$ cat config.mk
export PLATFORM = sky130hd
export DESIGN_NAME = cpri_chip_sync_unpack
export DESIGN_NICKNAME = d
export VERILOG_FILES = /design/src/rtl/cpri_chip_sync_unpack.sv
export SDC_FILE = /design/constraint.sdc
export NUM_CORES = 1
export LEC_CHECK = 0
export ABC_AREA = 1
export CORE_AREA = 3 3 410 412
export CTS_BUF_LIST = sky130_fd_sc_hd__clkbuf_2
export DETAILED_ROUTE_END_ITERATION = 7
export DIE_AREA = 0 0 413 415
export MAX_ROUTING_LAYER = met4
export PLACE_DENSITY_LB_ADDON = 0.08
export SYNTH_ARGS = -nofsm -noshare
export SYNTH_HDL_FRONTEND = slang
export SYNTH_SLANG_ARGS = --single-unit
$ cat constraint.sdc
create_clock -name clk -period 2.2 [get_ports clk]
set_input_delay 0.55 -clock clk [delete_from_list [all_inputs] [get_ports clk]]
set_output_delay 0.55 -clock clk [all_outputs]
set_load 0.005 [all_outputs]
$ cat src/rtl/cpri_chip_sync_unpack.sv
// CPRI chip-frame sync: hunt/check/lock flywheel on sop_i, strips the
// per-chip header and emits the payload as a 512-bit stream with a chip index.
module cpri_chip_sync_unpack #(
    parameter int CHIP_LEN   = 96,
    parameter int HDR_LEN    = 4,
    parameter int CHIP_COUNT = 36,
    parameter int DAT_DW     = 64,
    parameter int LOCK_CNT   = 3,
    parameter int UNLOCK_CNT = 2,
    parameter int ERR_DW     = 16
) (
    input  logic                                 clk,
    input  logic                                 rst,
    input  logic                                 sop_i,
    input  logic [DAT_DW-1:0]                    dat0_i,
    input  logic [DAT_DW-1:0]                    dat1_i,
    input  logic [DAT_DW-1:0]                    dat2_i,
    input  logic [DAT_DW-1:0]                    dat3_i,
    input  logic [DAT_DW-1:0]                    dat4_i,
    input  logic [DAT_DW-1:0]                    dat5_i,
    input  logic [DAT_DW-1:0]                    dat6_i,
    input  logic [DAT_DW-1:0]                    dat7_i,
    input  logic                                 err_clr_i,
    output logic                                 vld_o,
    output logic                                 sop_o,
    output logic                                 eop_o,
    output logic [8*DAT_DW-1:0]                  dat_o,
    output logic [$clog2(CHIP_COUNT)-1:0]        chip_idx_o,
    output logic                                 lock_o,
    output logic [ERR_DW-1:0]                    err_cnt_o
);

    localparam int PW = $clog2(CHIP_LEN);
    localparam int CW = $clog2(CHIP_COUNT);
    localparam int GW = $clog2(LOCK_CNT + 1);
    localparam int MW = $clog2(UNLOCK_CNT + 1);

    typedef enum logic [1:0] {
        HUNT,
        CHECK,
        LOCK
    } state_t;

    state_t          state;
    logic [PW-1:0]   pos;
    logic [GW-1:0]   good_cnt;
    logic [MW-1:0]   miss_cnt;
    logic            bad_flag;
    logic [CW-1:0]   chip_idx;

    logic            bnd;
    logic [PW-1:0]   pos_inc;
    logic [CW-1:0]   chip_inc;
    logic            exit_due;
    logic            miss_ev;
    logic            payload;

    assign bnd      = (pos == '0);
    assign pos_inc  = (pos == PW'(CHIP_LEN - 1)) ? '0 : pos + 1'b1;
    assign chip_inc = (chip_idx == CW'(CHIP_COUNT - 1)) ? '0 : chip_idx + 1'b1;
    assign exit_due = (miss_cnt == MW'(UNLOCK_CNT));
    assign miss_ev  = (state == LOCK) && bnd && !exit_due && (!sop_i || bad_flag);
    assign payload  = (state == LOCK) && (pos >= PW'(HDR_LEN));

    always_ff @(posedge clk) begin
        if (rst) begin
            state    <= HUNT;
            pos      <= '0;
            good_cnt <= '0;
            miss_cnt <= '0;
            bad_flag <= 1'b0;
            chip_idx <= '0;
            lock_o   <= 1'b0;
        end else begin
            unique case (state)
                HUNT: begin
                    if (sop_i) begin
                        state    <= CHECK;
                        pos      <= PW'(1);
                        good_cnt <= '0;
                    end
                end
                CHECK: begin
                    if (bnd) begin
                        if (sop_i) begin
                            pos <= pos_inc;
                            if (good_cnt == GW'(LOCK_CNT - 1)) begin
                                state    <= LOCK;
                                lock_o   <= 1'b1;
                                chip_idx <= '0;
                                miss_cnt <= '0;
                                bad_flag <= 1'b0;
                            end else begin
                                good_cnt <= good_cnt + 1'b1;
                            end
                        end else begin
                            state <= HUNT;
                            pos   <= '0;
                        end
                    end else if (sop_i) begin
                        pos      <= PW'(1);
                        good_cnt <= '0;
                    end else begin
                        pos <= pos_inc;
                    end
                end
                LOCK: begin
                    pos <= pos_inc;
                    if (bnd) begin
                        bad_flag <= 1'b0;
                        // exit is deferred one frame so the last frame is never cut
                        if (exit_due) begin
                            state    <= HUNT;
                            lock_o   <= 1'b0;
                            pos      <= '0;
                            miss_cnt <= '0;
                        end else begin
                            chip_idx <= chip_inc;
                            if (!sop_i || bad_flag) begin
                                miss_cnt <= miss_cnt + 1'b1;
                            end else begin
                                miss_cnt <= '0;
                            end
                        end
                    end else if (sop_i) begin
                        bad_flag <= 1'b1;
                    end
                end
                default: begin
                    state  <= HUNT;
                    lock_o <= 1'b0;
                    pos    <= '0;
                end
            endcase
        end
    end

    always_ff @(posedge clk) begin
        if (rst || err_clr_i) begin
            err_cnt_o <= '0;
        end else if (miss_ev && (err_cnt_o != '1)) begin
            err_cnt_o <= err_cnt_o + 1'b1;
        end
    end

    always_ff @(posedge clk) begin
        if (rst) begin
            vld_o      <= 1'b0;
            sop_o      <= 1'b0;
            eop_o      <= 1'b0;
            dat_o      <= '0;
            chip_idx_o <= '0;
        end else begin
            vld_o <= payload;
            sop_o <= payload && (pos == PW'(HDR_LEN));
            eop_o <= payload && (pos == PW'(CHIP_LEN - 1));
            if (payload) begin
                dat_o      <= {dat7_i, dat6_i, dat5_i, dat4_i,
                               dat3_i, dat2_i, dat1_i, dat0_i};
                chip_idx_o <= chip_idx;
            end
        end
    end

endmodule

==> metrics.md, run 1 <==
| Metric | Value |
|---|---|
| Status | finished with violations |
| Failing checks | negative setup slack |
| YS warnings | 0 |
| R2r setup slk | ~100 ps |
| Worst reg-to-reg path cell count | 9 |
| Core Area | 164800 µm² |
| Post-DP HPWL | slightly below 100000 µm |
| Startpoint type of the worst setup path | register |
| # setup viols final | 539 |
| Worst slew margin | between 20% and 30% |
| Overall power | 0.02360 W |
| Final setup TNS | -207010 ps |
| Syn Area/Cell | approximately 7.7 µm² |
| Max VDD drop | approximately 0.45 mV |
| Nets@finish | between 5000 and 6000 |
| Worst endpoint required time | between 1500 and 2000 ps |
| Final hold violations | 0 |
| CTS tree | yes |
| Clock Skew | roughly 170 ps |
| Gr ovfl total | 0 |
| End of the critical path | dat_o[476] |
| Root Buffer | clkbuf_2 |
| Unrepaired setup endpoints after global routing | yes |
| Clk_lat worst skew | 1670 ps |
| Synthesized area | just over 20000 µm² |
| Post-route DRC | 0 |
| CP Class | reg -> out |
| Slew Viols, Final | 0 |
| Via density | 3.615 |
| Dpl ws | approximately 49 ps |
| Die W | approximately 410 µm |
| Leak pwr | slightly below 20 nW |
| Commonest cells after routing, fill and taps aside | 1172 x dlygate4sd3_1, 1067 x nor2_1, 515 x clkdlybuf4s50_1, 507 x dfxtp_2, 491 x buf_6 |
| Period utilisation layout | 122.3% |
| Syn_nets | 3138 |
| TritonCTS Buffers | 190 |
| CP max stage delay | about 370 ps |
| GRT Util Overall | 15.57% |
| Clock Sink Count | between 500 and 600 |
| Cell family with most CP delay | flip-flops |
| Tmin final | between 2000 and 3000 ps |
| Crit-path cells | buf_6 |
| 1st-pass router iterations | 5 |
| Post-DP Area | 33790 µm² |
| Average wire per cell in the routed design | roughly 18 µm |
| Reg clk slew, reported paths | about 80 ps |
| Hold Slack | roughly 470 ps |
| Drt total wl | between 100000 and 150000 µm |
| Register area share after synthesis | a little under three fifths |
| Final GP Congestion | approximately 0.8 |
| CP startpoint | dat_o[476]$_SDFFE_PP0P_ |
| Wire length of the first global-routing pass | ~190000 µm |
| Critical path's slowest cell | dfxtp_4 |
| Critical Path Fanout Max | 2 |
| Initial drt markers | 863 |
| Port buffer count | 1053 |
| Cells after Synth | 2616 |
| Critical path buffer and inverter count | 1 |
| Worst-Margin Slew | 1132 ps |
| Most common cell after layout, fill and taps aside | dlygate4sd3_1 |
| PD cells | approximately 480 nW/µm² |
| Via count | about 27000 |
| Starting Density | about 12% |
| Max Clk Rate | about 0.37 GHz |
| Area of the die | roughly 170000 µm² |
| Synthesized flop and latch total | approximately 560 |
| End of the worst register-to-register path | dat_o[309]$_SDFFE_PP0P_ |
| Clock buffer depth | 3 |
| Reg2reg start | state[1]$_SDFFE_PP0P_ |
| Largest net degree at the start of global routing | 76 |
| Core Rows | between 100 and 150 |
| Die Y | ~420 µm |
| Synth area leader | dfxtp_1 |
| # H-tree levels | 4 |
| Max Cap Viol | 0 |
| Final instance area | approximately 49000 µm² |
| Number of global-route vias before repair | between 20000 and 30000 |
| Synth cell types | 30 |
| Fillers | between 15000 and 20000 |
| Class of the worst hold path | reg -> reg |
| Share of the synthesized area in the top cell type | around 55% |
| Antenna viol nets, final | 0 |
| Crit path depth | 1 |
| I/O pin total | roughly 1100 |
| WP data arrival | between 2000 and 2500 ps |
| Area Growth Syn to Fin | 143.0% |
| Crit end category | output port |
| Synth top area cells | dfxtp_1 55%, nor2_1 20%, o21ai_0 10%, o21ai_1 3.0%, nand2_1 1.9% |
| Layout cells sized above 1 | between 30% and 40% |
| Slack of the critical path | -491.2 ps |
| Antenna violations before repair | 16 |
[logic make-up after synthesis]
group / after synthesis / synth area share, %
DFF: 558 / 55.33
and+or+nand+nor: 1239 / 23.85
xor gates and xnor gates: 9 / 0.3904
AOI/OAI and AO/OA: 566 / 14.08
buffers and inverters: 238 / 5.986
adders and majority gates: 6 / 0.3718
[worst min-delay path by stage]
stage	startpoint	endpoint	slack (ps)	depth (start not counted)
floorplan	bad_flag$_SDFFE_PP0P_	bad_flag$_SDFFE_PP0P_	430	2
global placement	dat_o[33]$_SDFFE_PP0P_	dat_o[33]$_SDFFE_PP0P_	460	2
detailed placement	lock_o$_SDFFE_PP0P_	lock_o$_SDFFE_PP0P_	460	2
CTS	rst	miss_cnt[1]$_SDFFE_PP0P_	60	4
global route	rst	chip_idx[1]$_SDFFE_PP0P_	170	4
finish	dat_o[252]$_SDFFE_PP0P_	dat_o[252]$_SDFFE_PP0P_	470	2
[report_power, final]
| group | internal (W) | total [W] | switching, W | leakage, nW |
|---|---|---|---|---|
| clock network | 0.00396 | 0.00942 | 0.00546 | 1.33 |
| registers | 0.0101 | 0.0102 | 0.0000583 | 4.78 |
| logic | 0.00258 | 0.00402 | 0.00144 | 13.6 |
| total | 0.0166 | 0.0236 | 0.00696 | 19.7 |
[Yosys cell counts, drive strengths merged]
cell type  instances
a21oi             32
buf              111
clkbuf            66
clkinv             1
dfxtp            558
ha                 6
inv               60
nand2            111
nand3             27
nand3b             1
nand4              8
nor2            1077
nor3              14
nor3b              1
o2111ai            1
o21ai            532
o21bai             1
xnor2              2
xor2               7
[layer usage]
metal  vias up  routed length [µm]  track usage, %
li1      13300                   -               -
met1     12340               55990           17.45
met2       740               66790           26.42
met3       197                9092           4.844
met4         0                3187           4.598
met5         -                   0               -
[timing repair]
item,CTS,global route
pin swaps,0,2
cloned,0,7
hold endpoints to repair,558,0
hold buffers,1172,0
setup buffers,22,23
gates resized for setup,3355,63
setup endpoints to repair,538,646
[stage by stage]
stage               instances  util (%)
floorplan                2616         -
global placement         5777     20.50
detailed placement       5777     20.50
CTS                      7297     29.29
global route             7348     29.77
finish                   7351     29.77
[final cells by class]
cell class	instances	area (µm²)	share of cell area, %
repair buffers	2372	24510	49.95
flip-flops and latches	558	11940	24.33
multi-input cells	1820	7846	15.99
well taps	2189	2739	5.582
clock buffers	290	1451	2.958
clock inverters	37	277.8	0.5661
inverters	61	244.0	0.4973
diodes	24	60.06	0.1224
[sequential cells by signal, indices dropped and copies added, names as in the netlist]
| name | cells |
|---|---|
| state | 2 |
| pos | 7 |
| miss_cnt | 2 |
| eop_o | 1 |
| bad_flag | 1 |
| good_cnt | 2 |
| chip_idx | 6 |
| sop_o | 1 |
| err_cnt_o | 16 |
| chip_idx_o | 6 |
| vld_o | 1 |
| lock_o | 1 |
| dat_o | 512 |
(Power assumes the default switching activity.)
==> run 2: changes to the inputs <==
--- a/config.mk
+++ b/config.mk
@@ -7,7 +7,6 @@
 export LEC_CHECK = 0
 export ABC_AREA = 1
 export CORE_AREA = 3 3 410 412
-export CTS_BUF_LIST = sky130_fd_sc_hd__clkbuf_2
 export DETAILED_ROUTE_END_ITERATION = 7
 export DIE_AREA = 0 0 413 415
 export MAX_ROUTING_LAYER = met4
==> constraint.sdc (replaced) <==
create_clock -name clk -period 3.37 [get_ports clk]
set_input_delay 0.8425 -clock clk [delete_from_list [all_inputs] [get_ports clk]]
set_output_delay 0.8425 -clock clk [all_outputs]
set_load 0.005 [all_outputs]
==> run 2 against run 1 <==
Net effect: the run now ends clean; cell area down 27%; critical path depth did not move; flip-flop and latch count stayed put; sequential power decreased by 35%; setup slack improved by 1200 ps; cell count decreased by 20%; critical endpoint is now err_cnt_o[4]; largest power group is now the clock network.
==> metrics.md, run 2 (synthesis results as in run 1) <==
| Metric | Value |
|---|---|
| Most common cell after layout, fill and taps aside | nor2_1 |
| Period utilisation layout | about 80% |
| GRT Util Overall | 14.46% |
| Wire length of the first global-routing pass | about 170000 µm |
| # H-tree levels | 3 |
| Logic pwr share | 8.6% |
| R2r setup slk | ~1000 ps |
| Hold Slack | 459.3 ps |
| Max Cap Viol | 0 |
| Die W | roughly 410 µm |
| Average wire per cell in the routed design | between 20 and 25 µm |
| Setup Buffers After CTS | 0 |
| Drt total wl | between 100000 and 150000 µm |
| Antenna viol nets, final | 0 |
| Max Clk Rate | around 0.38 GHz |
| Clock Skew | approximately 31 ps |
| Area of the die | approximately 170000 µm² |
| Initial drt markers | between 800 and 900 |
| CTS hold repair buffers | 0 |
| PostCTS Resize Cnt | 0 |
| # setup viols final | 0 |
| Post-route DRC | 0 |
| Status | complete, no violations |
| Worst endpoint required time | roughly 2500 ps |
| Starting Density | between 10 and 15% |
| Flop pwr share | 38.9% |
| Largest net degree at the start of global routing | between 90 and 100 |
| P_sw | roughly 0.0043 W |
| Nets@finish | 4151 |
| Critical path's slowest cell | clkdlybuf4s50_1 |
| Leak pwr | between 10 and 15 nW |
| Clock Sink Count | 558 |
| 1st-pass router iterations | 5 |
| Cell-internal power | roughly 0.013 W |
| Core Area | between 150000 and 200000 µm² |
| Post-DP HPWL | 96520 µm |
| Biggest register | dat_o |
| Top flop regs | dat_o: 512 flops, err_cnt_o: 16 flops, pos: 7 flops |
| Fillers | ~18000 |
| Layout cells sized above 1 | under 10% |
| Reg clk slew, reported paths | ~50 ps |
| Antenna violations before repair | 37 |
| Worst-Margin Slew | 958.4 ps |
| Crit end category | output port |
| Root Buffer | clkbuf_16 |
| Worst slew margin | between 30% and 40% |
| Cell family with most CP delay | buffers and inverters |
| Area Growth Syn to Fin | 78.37% |
| Via count | 20820 |
| Final hold violations | 0 |
| Number of global-route vias before repair | 20960 |
| TritonCTS Buffers | ~80 |
| Die Y | between 400 and 500 µm |
| Critical path buffer and inverter count | 1 |
| Startpoint type of the worst setup path | register |
| Critical Path Fanout Max | 5 |
| Part of the power in the clock network | a little over half |
| Gr ovfl total | 0 |
| Commonest cells after routing, fill and taps aside | 1068 x nor2_1, 1053 x clkdlybuf4s50_1, 558 x dfxtp_1, 412 x o21ai_0, 120 x o21ai_1 |
| WP data arrival | approximately 1800 ps |
| Final GP Congestion | between 0.7 and 0.8 |
| Via density | between 3 and 4 |
| Clock buffer depth | 3 |
| Core Rows | approximately 150 |
| Clk_lat worst skew | 670 ps |
| CP Class | reg -> out |
| I/O pin total | between 1000 and 1500 |
| Tmin final | about 2600 ps |
| PD cells | between 400 and 500 nW/µm² |
| Max reg flops | between 500 and 600 |
| Overall power | ~0.017 W |
| Port buffer count | about 1100 |
| Max VDD drop | around 0.32 mV |
| Unrepaired setup endpoints after global routing | no |
| Slew Viols, Final | 0 |
| Crit-path cells | clkdlybuf4s50_1 |
| Sw Ratio | approximately 25% |
| CTS tree | yes |
| Final setup TNS | 0 ps |
| Class of the worst hold path | reg -> reg |
| CP max stage delay | between 500 and 600 ps |
==> run 2: changes by cell type in the layout (fill, tap and decap cells not counted), sizes merged <==
cell           before   now
clkdlybuf4s50     515  1053
diode              24    25
buf               678    53
clkinvlp            5     0
clkinv             25    13
dlygate4sd3      1172     0
clkbuf            297   124
bufinv              4     5
==> run 2: final cells by class <==
cell class	instances	area, µm²	share of cell area (%)
clock inverters	21	319.1	0.8859
clock buffers	124	2441	6.778
multi-input cells	1820	7825	21.73
diodes	25	62.56	0.1737
well taps	2189	2739	7.605
inverters	61	244.0	0.6775
repair buffers	1106	11210	31.14
flip-flops and latches	558	11170	31.02
==> run 2: final timing paths <==
path                                                start                endpoint  depth (start not counted)
worst max-delay path            err_cnt_o[4]$_SDFFE_PP0P_            err_cnt_o[4]                          1
worst min-delay path                bad_flag$_SDFFE_PP0P_   bad_flag$_SDFFE_PP0P_                          2
worst max register to register      state[1]$_SDFFE_PP0P_  dat_o[55]$_SDFFE_PP0P_                          7
worst min register to register      bad_flag$_SDFFE_PP0P_   bad_flag$_SDFFE_PP0P_                          2
==> run 2: through the flow <==
step                worst slack, ps  instance area (µm²)  instances  utilization [%]
finish                        747.5                36010       5904            21.85
global route                  619.0                36010       5901            21.85
CTS                           582.6                35950       5879            21.82
detailed placement            724.6                33190       5734            20.14
global placement              746.6                33190       5734            20.14
floorplan                      1485                20190       2616                -
==> run 2: power by group through the flow <==
stage,registers (W),logic (W),clock network (W)
floorplan,0.00681,0.000566,0
global placement,0.00682,0.00151,0
detailed placement,0.00682,0.00148,0
CTS,0.00667,0.00150,0.00949
global route,0.00668,0.00162,0.00969
finish,0.00668,0.00147,0.00900
==> run 2: layer usage <==
metal  up-vias  global-route usage [%]  part of all wire (%)
li1      10450                       -                     -
met1      9554                   15.95                    40
met2       659                   24.40                    49
met3       156                   4.810                   7.7
met4         0                   4.756                   3.2
met5         -                       -                     0
==> run 3: changes to the inputs <==
==> constraint.sdc (replaced) <==
create_clock -name clk -period 2.5 [get_ports clk]
set_input_delay 0.625 -clock clk [delete_from_list [all_inputs] [get_ports clk]]
set_output_delay 0.625 -clock clk [all_outputs]
set_load 0.005 [all_outputs]
==> run 3 against run 2 <==
Net effect: global-route usage grew 0.14 points; non-clock buffer count grew 14; combinational power grew 36%; hold slack lost 6.9 ps; flip-flop and latch count is the same; clock-buffer cell count grew 6; sequential power grew 35%; cell count grew 0.30%; core utilization grew 0.064 points; die area is the same; critical path depth is the same; largest power group unchanged; highest routed layer unchanged.
==> metrics.md, run 3 (synthesis results as in run 1) <==
| Metric | Value |
|---|---|
| Top flop regs | dat_o: 512 flops, err_cnt_o: 16 flops, pos: 7 flops |
| CTS tree | yes |
| CP startpoint | err_cnt_o[5]$_SDFFE_PP0P_ |
| Core Area | about 160000 µm² |
| Max reg flops | a little over 500 |
| Via count | approximately 21000 |
| Average wire per cell in the routed design | approximately 21 µm |
| Number of global-route vias before repair | ~21000 |
| Antenna viol nets, final | 0 |
| End of the worst register-to-register path | dat_o[339]$_SDFFE_PP0P_ |
| Area of the die | between 150000 and 200000 µm² |
| Die Y | slightly above 400 µm |
| TritonCTS Buffers | 81 |
| Clock Skew | approximately 35 ps |
| Die W | between 400 and 500 µm |
| Placed cells | roughly 5700 |
| Biggest register | dat_o |
| Unrepaired setup endpoints after global routing | no |
| Finished Layout Cells | approximately 5900 |
| # H-tree levels | 3 |
| GRT Util Overall | between 10 and 15% |
| Post-route DRC | 0 |
| Post-Route Utilization | 21.92% |
| Worst reg-to-reg path cell count | 9 |
| CP max stage delay | just under 600 ps |
| Crit path depth | 1 |
| Port buffer count | 1053 |
| Crit end category | output port |
| Critical Path Fanout Max | 6 |
| Clock buffer depth | 3 |
| Max Cap Viol | 0 |
| R2r setup slk | 420 ps |
| Final GP Congestion | slightly below 0.8 |
| Worst endpoint required time | between 1500 and 2000 ps |
| Sequential Area | ~11000 µm² |
| Via density | about 3.5 |
| Antenna violations before repair | 28 |
| Nets@finish | 4164 |
| Post-DP HPWL | 97530 µm |
| Starting Density | ~12% |
| Worst hold path stage count | 2 |
| Overall power | around 0.023 W |
| 1st-pass router iterations | 5 |
| Core Rows | 149 |
| Largest net degree at the start of global routing | roughly 110 |
| Final hold violations | 0 |
| Area Growth Syn to Fin | 78.89% |
| Cell family with most CP delay | buffers and inverters |
| Commonest cells after routing, fill and taps aside | 1068 x nor2_1, 1048 x clkdlybuf4s50_1, 556 x dfxtp_1, 412 x o21ai_0, 120 x o21ai_1 |
| Layout cells sized above 1 | roughly 6.2% |
| Worst-Margin Slew | 622.8 ps |
| Reg clk slew, reported paths | approximately 60 ps |
| Status | complete, no violations |
| PD cells | between 600 and 700 nW/µm² |
| Period utilisation layout | between 90% and 100% |
| I/O pin total | between 1000 and 1500 |
| Drt total wl | 126400 µm |
| # setup viols final | 0 |
| CP Class | reg -> out |
| End of the critical path | err_cnt_o[5] |
| Dpl ws | between 100 and 150 ps |
| Reg2reg start | pos[6]$_SDFFE_PP0N_ |
| Area occupied by multi-input gates | 7825 µm² |
| Crit-path cells | clkdlybuf4s50_1 |
| Startpoint type of the worst setup path | register |
| Tmin final | around 2400 ps |
| Slew Viols, Final | 0 |
| Critical path's slowest cell | clkdlybuf4s50_1 |
| Root Buffer | clkbuf_16 |
| Initial drt markers | 830 |
| Max Clk Rate | roughly 0.42 GHz |
| Gr ovfl total | 0 |
| Slack of the critical path | between 100 and 150 ps |
| Clock Sink Count | around 560 |
| Leak pwr | approximately 12 nW |
| Most common cell after layout, fill and taps aside | nor2_1 |
| Max VDD drop | roughly 0.43 mV |
| Worst slew margin | 58.04% |
| Final setup TNS | 0 ps |
| CTS hold repair buffers | 0 |
| Fillers | 18450 |
| Class of the worst hold path | reg -> reg |
| Wire length of the first global-routing pass | around 170000 µm |
| Clk_lat worst skew | ~670 ps |
| Critical path buffer and inverter count | 1 |
| WP data arrival | between 1500 and 2000 ps |
run 3: cell count changes in the layout (fill, tap and decap cells not counted), sizes merged:
cell,previous run,this run
dlymetal6s2s,0,1
dlygate4sd2,0,4
buf,53,67
clkdlybuf4s50,1053,1048
diode,25,26
inv,64,65
clkbuf,124,130
bufinv,5,0
clkinvlp,0,1
run 3: layout make-up:
cell class	count	area share, %
inverters	61	0.6755
diodes	26	0.1801
clock buffers	130	6.841
repair buffers	1120	31.57
clock inverters	18	0.5508
well taps	2189	7.583
multi-input cells	1820	21.66
flip-flops and latches	558	30.93
run 3: stage by stage:
stage	hold slack (ps)	instance area, µm²
after floorplan	426.3	20190
after global placement	440.6	33380
after detailed placement	445.4	33380
after CTS	452.7	36050
after global routing	477.0	36100
final	452.4	36120
run 3: power by group:
part / internal [W] / leakage (nW) / switching, W
Sequential: 0.00895 / 4.49 / 0.0000493
Combinational: 0.00106 / 6.67 / 0.000937
Clock: 0.00682 / 1.31 / 0.00480
run 3: how the worst min path moves through the flow:
| stage | startpoint | end |
|---|---|---|
| 2_1_floorplan | bad_flag$_SDFFE_PP0P_ | bad_flag$_SDFFE_PP0P_ |
| 3_3_place_gp | bad_flag$_SDFFE_PP0P_ | bad_flag$_SDFFE_PP0P_ |
| 3_5_place_dp | bad_flag$_SDFFE_PP0P_ | bad_flag$_SDFFE_PP0P_ |
| 4_1_cts | dat3_i[24] | dat_o[216]$_SDFFE_PP0P_ |
| 5_1_grt | bad_flag$_SDFFE_PP0P_ | bad_flag$_SDFFE_PP0P_ |
| 6_report | bad_flag$_SDFFE_PP0P_ | bad_flag$_SDFFE_PP0P_ |
run 3: repair_timing:
item                                    CTS  global route
hold endpoints to repair                  0             0
buffers inserted                          0             0
gates cloned                              0             0
endpoints found under the setup margin    5             2
gates resized for setup                   5             2
run 3: routing by layer:
layer	global-route usage (%)	up-vias	part of all wire, %
met3	4.666	119	7.3
met1	16.22	9737	41
met5	-	-	0
li1	-	10490	-
met4	3.021	0	1.8
met2	25.44	605	50
